--- config.mk ---
export PLATFORM = sky130hd
export DESIGN_NAME = uart_rx_frame_ctrl
export DESIGN_NICKNAME = d
export VERILOG_FILES = /design/src/rtl/uart_rx_frame_ctrl.sv
export SDC_FILE = /design/constraint.sdc
export NUM_CORES = 1
export LEC_CHECK = 0
export ABC_AREA = 1
export CAP_MARGIN = 20
export CORE_AREA = 5 5 161 163
export CTS_BUF_LIST = sky130_fd_sc_hd__clkbuf_2
export DETAILED_ROUTE_END_ITERATION = 12
export DIE_AREA = 0 0 166 168
export GPL_TIMING_DRIVEN = 0
export MAX_ROUTING_LAYER = met4
export PLACE_DENSITY = 0.55
export RECOVER_POWER = 25
export SLEW_MARGIN = 40
export SYNTH_ARGS = -nofsm -noshare
export SYNTH_HDL_FRONTEND = slang
export SYNTH_SLANG_ARGS = --single-unit
--- constraint.sdc ---
create_clock -name clk -period 2 [get_ports clk]
set_input_delay 0.4 -clock clk [delete_from_list [all_inputs] [get_ports clk]]
set_output_delay 0.4 -clock clk [all_outputs]
set_load 0.02 [all_outputs]
--- src/rtl/uart_rx_frame_ctrl.sv ---
`default_nettype none
// ============================================================================
// Module   : uart_rx_frame_ctrl
// Brief    : Frames uart_rx bytes (A5, LEN, payload, CHK) into checked packets
//            held in an internal buffer and offered downstream via valid/ready.
// Revision : 1.0 - initial release
// ============================================================================
module uart_rx_frame_ctrl #(
   parameter int CLK_HZ  = 50_000_000,
   parameter int BAUD    = 9600,
   parameter int MAX_LEN = 16,
   parameter int TO_BITS = 30
) (
   input  logic                       clk,
   input  logic                       rst,
   input  logic [7:0]                 in_data,
   input  logic                       in_valid,
   output logic                       pkt_valid,
   input  logic                       pkt_ready,
   output logic [$clog2(MAX_LEN):0]   pkt_len,
   input  logic [$clog2(MAX_LEN)-1:0] rd_addr,
   output logic [7:0]                 rd_data,
   output logic                       err_chk,
   output logic                       err_len,
   output logic                       err_to,
   output logic                       err_ovr,
   output logic [7:0]                 pkt_count
);
   localparam int AW         = $clog2(MAX_LEN);
   localparam int LW         = AW + 1;
   localparam int BIT_CYCLES = CLK_HZ / BAUD;
   localparam int TO_CYCLES  = TO_BITS * BIT_CYCLES;
   localparam int TW         = $clog2(TO_CYCLES + 1);
   localparam logic [7:0]    SYNC    = 8'hA5;
   localparam logic [TW-1:0] TO_LAST = TW'(TO_CYCLES - 1);

   typedef enum logic [2:0] {
      S_IDLE    = 3'd0,
      S_LEN     = 3'd1,
      S_PAYLOAD = 3'd2,
      S_CHK     = 3'd3,
      S_HOLD    = 3'd4
   } state_t;

   state_t          state, state_nxt;
   logic [LW-1:0]   idx;
   logic [7:0]      chk_acc;
   logic [TW-1:0]   to_cnt;
   logic [7:0]      mem [MAX_LEN];

   logic latch_len, wr_en, pkt_set, pkt_clr, to_inc;
   logic err_chk_nxt, err_len_nxt, err_to_nxt, err_ovr_nxt;
   logic len_ok, last_byte;

   assign len_ok    = (in_data != 8'd0) && ({1'b0, in_data} <= 9'(MAX_LEN));
   assign last_byte = ((idx + LW'(1)) == pkt_len);

   always_ff @(posedge clk or negedge rst) begin
      if (!rst) state <= S_IDLE;
      else      state <= state_nxt;
   end

   always_comb begin
      state_nxt   = state;
      latch_len   = 1'b0;
      wr_en       = 1'b0;
      pkt_set     = 1'b0;
      pkt_clr     = 1'b0;
      to_inc      = 1'b0;
      err_chk_nxt = 1'b0;
      err_len_nxt = 1'b0;
      err_to_nxt  = 1'b0;
      err_ovr_nxt = 1'b0;
      case (state)
         S_IDLE: begin
            if (in_valid && in_data == SYNC) state_nxt = S_LEN;
         end
         S_LEN, S_PAYLOAD, S_CHK: begin
            if (in_valid) begin
               if (state == S_LEN) begin
                  if (len_ok) begin
                     latch_len = 1'b1;
                     state_nxt = S_PAYLOAD;
                  end else begin
                     err_len_nxt = 1'b1;
                     state_nxt   = S_IDLE;
                  end
               end else if (state == S_PAYLOAD) begin
                  wr_en = 1'b1;
                  if (last_byte) state_nxt = S_CHK;
               end else if (in_data == chk_acc) begin
                  pkt_set   = 1'b1;
                  state_nxt = S_HOLD;
               end else begin
                  err_chk_nxt = 1'b1;
                  state_nxt   = S_IDLE;
               end
            end else if (to_cnt == TO_LAST) begin
               err_to_nxt = 1'b1;
               state_nxt  = S_IDLE;
            end else begin
               to_inc = 1'b1;
            end
         end
         S_HOLD: begin
            // A release frees the parser in the same cycle, so a sync byte here starts a frame.
            if (pkt_ready) begin
               pkt_clr   = 1'b1;
               state_nxt = (in_valid && in_data == SYNC) ? S_LEN : S_IDLE;
            end else if (in_valid) begin
               err_ovr_nxt = 1'b1;
            end
         end
         default: state_nxt = S_IDLE;
      endcase
   end

   always_ff @(posedge clk or negedge rst) begin
      if (!rst) begin
         pkt_len   <= '0;
         idx       <= '0;
         chk_acc   <= '0;
         to_cnt    <= '0;
         pkt_valid <= 1'b0;
         pkt_count <= '0;
         rd_data   <= '0;
         err_chk   <= 1'b0;
         err_len   <= 1'b0;
         err_to    <= 1'b0;
         err_ovr   <= 1'b0;
      end else begin
         err_chk <= err_chk_nxt;
         err_len <= err_len_nxt;
         err_to  <= err_to_nxt;
         err_ovr <= err_ovr_nxt;
         to_cnt  <= to_inc ? to_cnt + TW'(1) : '0;
         rd_data <= mem[rd_addr];
         if (latch_len) begin
            pkt_len <= LW'(in_data);
            chk_acc <= in_data;
            idx     <= '0;
         end
         if (wr_en) begin
            chk_acc <= chk_acc ^ in_data;
            idx     <= idx + LW'(1);
         end
         if (pkt_set) begin
            pkt_valid <= 1'b1;
            pkt_count <= pkt_count + 8'd1;
         end
         if (pkt_clr) pkt_valid <= 1'b0;
      end
   end

   // Buffer is never reset; only the PAYLOAD state writes it, so HOLD protects it.
   always_ff @(posedge clk) begin
      if (wr_en) mem[idx[AW-1:0]] <= in_data;
   end
endmodule
`default_nettype wire

-- Word-level counts from Yosys, hierarchy flattened
Memories as Yosys holds them, arrays and structs flattened. A register that Yosys moved wholly into a read port is not among the register bits.
Cells that the tools add are included.
- output and inout port bits: 26
- logic and storage cells: 91
- bits in registers: 52
- bits of input ports: 16
- memories: 1
- bits in writable memories: 128
- memory list (memory ; depth ; width ; rd ports ; clocked after memory_dff ; write ports ; RTL line ; RTL):
    mem ; 16 ; 8 ; 1 ; 1 ; 1 ; 49 ; logic [7:0] mem [MAX_LEN];
- bitwise logic cells: 1
- reductions and logical operators: 9
- mux-type cells: 53
- $add $sub $neg: 3
- order comparisons: 1
- equal/unequal tests: 12
- operators by type and width (kind ; count):
    $mux 1 ; 38
    $mux 3 ; 8
    $add 18x1->18 const B ; 1
    $eq 18x18->1 const B ; 1
    $mux 18 ; 1
    $mux 8 ; 2
    $mux 5 ; 2
    $pmux 3 s3 ; 1
    $add 8x1->8 const B ; 1
    $eq 8x8->1 ; 1
    $eq 8x8->1 const B ; 1
    $le 8x5->1 const B ; 1
    $reduce_bool 8->1 ; 1
    $xor 8x8->8 ; 1
    $eq 3x2->1 const B ; 2
    $add 5x1->5 const B ; 1
    $eq 5x5->1 ; 1
    $ne 5x5->1 const B ; 1
    $ne 2x2->1 const B ; 2
    $reduce_and 4->1 ; 1
    $reduce_bool 2->1 ; 2
    $eq 3x1->1 const B ; 1
    $eq 3x3->1 const B ; 1
    $logic_not 3->1 ; 1
    5 further kinds ; 6

-- Logic depth before layout (Yosys ltp)
- word-level depth: 8
- mapped depth: 13

-- Worst setup path before layout
OpenSTA, ideal clock, no wires.
- path kind: flip-flop to flip-flop
- start point: register state[2]
- end point: memory mem[15][0], enable pin
- library setup time: 0.370 ns
- data required time: 1.630 ns
- arrival: 1.433 ns
- clock period less this slack: 1.804 ns
- path buffers: 1
- setup slack: 0.196 ns
- cell stages (with the launch flop): 7
- cell sequence: dfrtp_1 inv_1 nand3_2 nor2_4 inv_4 buf_6 nor2_1
- word-level cells in the longest chain between the ends: 7
- RTL lines (item ; RTL line ; RTL):
    start, declared ; 45 ; state_t state, state_nxt;
    start signal, assigned ; 60 ; else state <= state_nxt;
    $eq 3x2->1 ; 74, 88 ;
    $mux 1 ; 88 ; end else if (state == S_PAYLOAD) begin
    $mux 1 ; 80 ; if (state == S_LEN) begin
    $mux 1 ; 79 ; if (in_valid) begin
    $mux 1 (*) ; 74 ; case (state)
    $mux 1 (*) ; 157 ; if (wr_en) mem[idx[AW-1:0]] <= in_data;
    $mux 1 (not written as such) (*) ; 157 ;
    end, declared ; 49 ;
Every way passes the cells marked *; elsewhere a longest branch is shown, timed or not.

-- Worst setup path in the final report
- start point: register state[2]
- end point: memory mem[14][4], enable pin
The elaborated chain is that of the path after synthesis.

==> summary by stage <==
Status
The run finished, with violations left. The final reports fail on negative setup slack.

Pwr
Internal power comes to around 5.7 mW. Of the total power, the clock network draws 24.4%. The switching share of power is approximately 32%. The static leakage is 3.65 nW. Power spread over the standard cell area amounts to 875 nW/µm². Of the total power, combinational logic draws between 20% and 30%. The share of power burned in registers is between 50 and 60%. The switching power is ~2.7 mW. The peak ir drop on the vdd network is roughly 0.31 mV.

Route
The detail-routed net length per standard cell is between 15 and 20 µm. The DRC violation total after the first TritonRoute iteration is approximately 480. In the routed design, unresolved DRC markers number 0. Using the TritonRoute via totals, the vias-per-cell ratio works out to between 4 and 5.

The total via count after detailed routing is 5985. The antenna violation net count after detailed routing is 0. Wires add up to 21500 µm. The count of TritonRoute iterations in the first routing pass is 5.

GRT
The via count of the first global-routing pass is 5925. The number of antenna violations at the first check in global routing was 1. Global routing finished with a remaining overflow of 0.

The pin count of the biggest net entering global routing is 45. Global routing used roughly 16% of the available tracks across all layers. The first global-routing pass estimated 33300 µm of wire.

Timing
The max-slew violation total from the final report was 0. In this run the tightest slew margin relative to its limit is between 20% and 30%. Setup violations remaining at the end of the flow were counted as 16. The final period demand of the worst path is ~2000 ps. Once routing completed, OpenROAD measured the worst setup slack at -48.2 ps. Setup repair after global routing could not meet its margin everywhere.

Summed over all failing endpoints, the final setup total negative slack is -510 ps. At the pin with the least slew margin, the transition time is ~1100 ps. The fmax is 488 MHz. The final count of hold timing violations is 0.

After layout, the worst path uses 102% of the clock period. The worst clock skew is 54.0 ps. The final-layout worst hold slack is 110 ps.

Setup path
The critical path class is reg2reg. The largest driver fanout on the critical path is 8. In this run the register-to-register setup slack is -50 ps. The startpoint of the most critical register-to-register path is state[2]. The length in cells of the worst reg-to-reg path is 5. The reg-to-reg critical path endpoint is mem[14][4]. STA classifies the critical path startpoint as a register. The worst setup path is captured at a register. STA puts the critical path data arrival time at around 2500 ps. The required time of the critical path is around 2400 ps.

Clock network
TritonCTS built the clock tree. The root buffer selected by CTS is sky130_fd_sc_hd__clkbuf_2. Clock latency on the worst-skew pair, taken at its later pin, is just under 800 ps.

The count of H-tree levels built during CTS is 4. After clock tree synthesis, the clock-pin slew on the worst setup and hold paths is 260 ps. The clock tree buffer depth is 2. The number of sinks on the clock net is about 190. Buffers inserted during clock tree synthesis total 17.

Floorplanning
The total I/O pin count is 42. The placeable core region is approximately 24000 µm². The floorplan step defined a die boundary enclosing about 28000 µm². The starting density of the core is about 34%.

The number of standard-cell rows in the floorplan is 57. The height of the chip is 168 µm. The width of the die is between 150 and 200 µm.

Layout
The final cell utilization of the core is 39.9%. The final-stage net count is between 800 and 900. The number of filler cells placed in the layout is 2365. Compared with the post-synthesis result, the final layout area differs by 16.1%.

The final standard cell count with taps included and fillers excluded is about 1200. The fraction of final layout cells with drive strength greater than 1 is between 10% and 20%. Summing all multi-input logic gate instances after layout gives between 2000 and 3000 µm². Summing all flip-flop and latch instances after layout gives 5350 µm².

Yosys
The number of flops mapped to enable cells by yosys is approximately 130. The biggest area contributor in the post-synthesis netlist is sky130_fd_sc_hd__edfxtp_1. After synthesis, flip-flops and latches occupy approximately 64% of the total area.

After synthesis, the cell types taking the most area are sky130_fd_sc_hd__edfxtp_1, sky130_fd_sc_hd__dfrtp_1, sky130_fd_sc_hd__nor2_1. The number of warnings reported in the yosys synthesis log is 0. The synthesized area per cell is roughly 11 µm².

The synthesized design devotes to its leading area cell type ~46% of total area. The total nets after synthesis is roughly 810. The cell area after synthesis is between 8000 and 9000 µm².

For this run, the leading register cell type out of synthesis is sky130_fd_sc_hd__edfxtp_1. The post-synthesis async set-or-reset flop share is about a third. Synthesis produced about 800 cells. The synthesized netlist contains 38 unique library cells. Counting flops and latches in the post-synthesis netlist gives 188.

Min path
The path class of the tightest hold or removal check is in2reg. The start point of the worst min-delay path is rd_addr[3]. The number of cells on the worst hold path is 3. The worst hold path endpoint is rd_data[2].

Place
The final HPWL from detailed placement is 14200 µm. The weighted congestion at the end of routability-driven global placement is about 0.83. After detailed placement, the design holds a cell count of around 1200. Input and output buffers added on the ports amount to 37. OpenSTA, run right after detailed placement, puts the worst setup slack at -842 ps.

Job
Across the run, the number of max-cap violations was 0.
[worst max-delay path by stage]
stage,from,to,cells past startpoint
2_1_floorplan,state[2],mem[15][0],6
3_3_place_gp,rst,err_len,1
3_5_place_dp,in_valid,mem[6][0],5
4_1_cts,state[2],mem[14][0],5
5_1_grt,state[2],mem[14][5],5
6_report,state[2],mem[14][4],5
[worst max-delay path, cell delays in order (launching register included)]
cell,delay (ps)
sky130_fd_sc_hd__dfrtp_2,520
sky130_fd_sc_hd__inv_1,110
sky130_fd_sc_hd__nand3_2,100
sky130_fd_sc_hd__nor2_4,220
sky130_fd_sc_hd__nand2_1,250
sky130_fd_sc_hd__nor2_2,490
[cells in the final DEF, fill, tap and decap left out, drive strengths merged, types with 4 or more instances in the layout]
cell type        n
inv             65
o22ai            5
nor2           167
nand4           12
clkdlybuf4s15    9
nand2          126
edfxtp         128
dlygate4sd3     10
clkinv           4
buf             44
nor3            12
xor2            12
o211ai          33
clkbuf          49
nand3           33
dfrtp           60
a21oi            6
a31oi            4
o21ai           91
ha               6
[what timing repair did]
action,in CTS,in global routing
setup endpoints to repair,154,43
buffers inserted,13,5
resized for setup,63,34
pin swaps,6,0
hold buffers,6,5
hold endpoints to repair,68,29
[flip-flops by register name (all words and copies together) (netlist names)]
| name | flops |
|---|---|
| rd_data | 8 |
| idx | 5 |
| pkt_count | 8 |
| err_to | 1 |
| pkt_len | 5 |
| chk_acc | 8 |
| mem | 128 |
| err_len | 1 |
| err_chk | 1 |
| err_ovr | 1 |
| pkt_valid | 1 |
| state | 3 |
| to_cnt | 18 |
[cell type report]
type	instances	area share, %
buffer	29	1.57
clock inverter	12	1.66
tap	324	4.20
multi-input combinational	514	27.9
antenna	1	0.0259
timing repair buffer	67	5.77
clock buffer	20	1.04
inverter	60	2.39
sequential	188	55.4
[stage by stage]
step	power [mW]	cell area (µm²)
final	8.44	9650
after global placement	6.34	9080
after CTS	8.49	9650
after global routing	8.96	9650
after detailed placement	6.38	9100
after floorplan	5.78	8310
[routing by layer]
| layer | part of all wire (%) | vias to the layer above | global-route usage [%] |
|---|---|---|---|
| li1 | - | 2891 | - |
| met1 | 44 | 2898 | 20.5 |
| met2 | 48 | 171 | 25.9 |
| met3 | 5.3 | 25 | 3.17 |
| met4 | 2.3 | 0 | 5.24 |
| met5 | 0 | - | - |
[kinds of logic after synthesis]
family	count (synthesis)	share of synthesized area (%)
flip-flops	188	64.3
AO/OA/AOI/OAI	140	9.79
buffers and inverters	89	4.59
XOR/XNOR	14	1.48
AND/OR/NAND/NOR	354	18.9
adder cells (fa/ha/maj)	6	0.904
[Yosys cell counts, types with 9 or more instances]
cell / instances
sky130_fd_sc_hd__edfxtp_1: 128
sky130_fd_sc_hd__o211ai_1: 32
sky130_fd_sc_hd__nor3_1: 9
sky130_fd_sc_hd__nand2_1: 119
sky130_fd_sc_hd__inv_1: 49
sky130_fd_sc_hd__nand4_1: 12
sky130_fd_sc_hd__nand3_1: 32
sky130_fd_sc_hd__o21ai_0: 80
sky130_fd_sc_hd__buf_2: 9
sky130_fd_sc_hd__nor2_1: 147
sky130_fd_sc_hd__o21ai_1: 11
sky130_fd_sc_hd__nor2_2: 12
sky130_fd_sc_hd__xor2_1: 12
sky130_fd_sc_hd__dfrtp_1: 60
sky130_fd_sc_hd__clkbuf_1: 13
[power by group through the flow]
stage          combinational [mW]  clock [mW]  sequential [mW]
6_report                     1.79        2.06             4.59
5_1_grt                      2.02        2.31             4.62
4_1_cts                      1.77        2.13             4.59
3_5_place_dp                 1.70           0             4.68
3_3_place_gp                 1.66           0             4.68
2_1_floorplan                1.05           0             4.72
No activity file was read; power rests on OpenSTA's default activity.
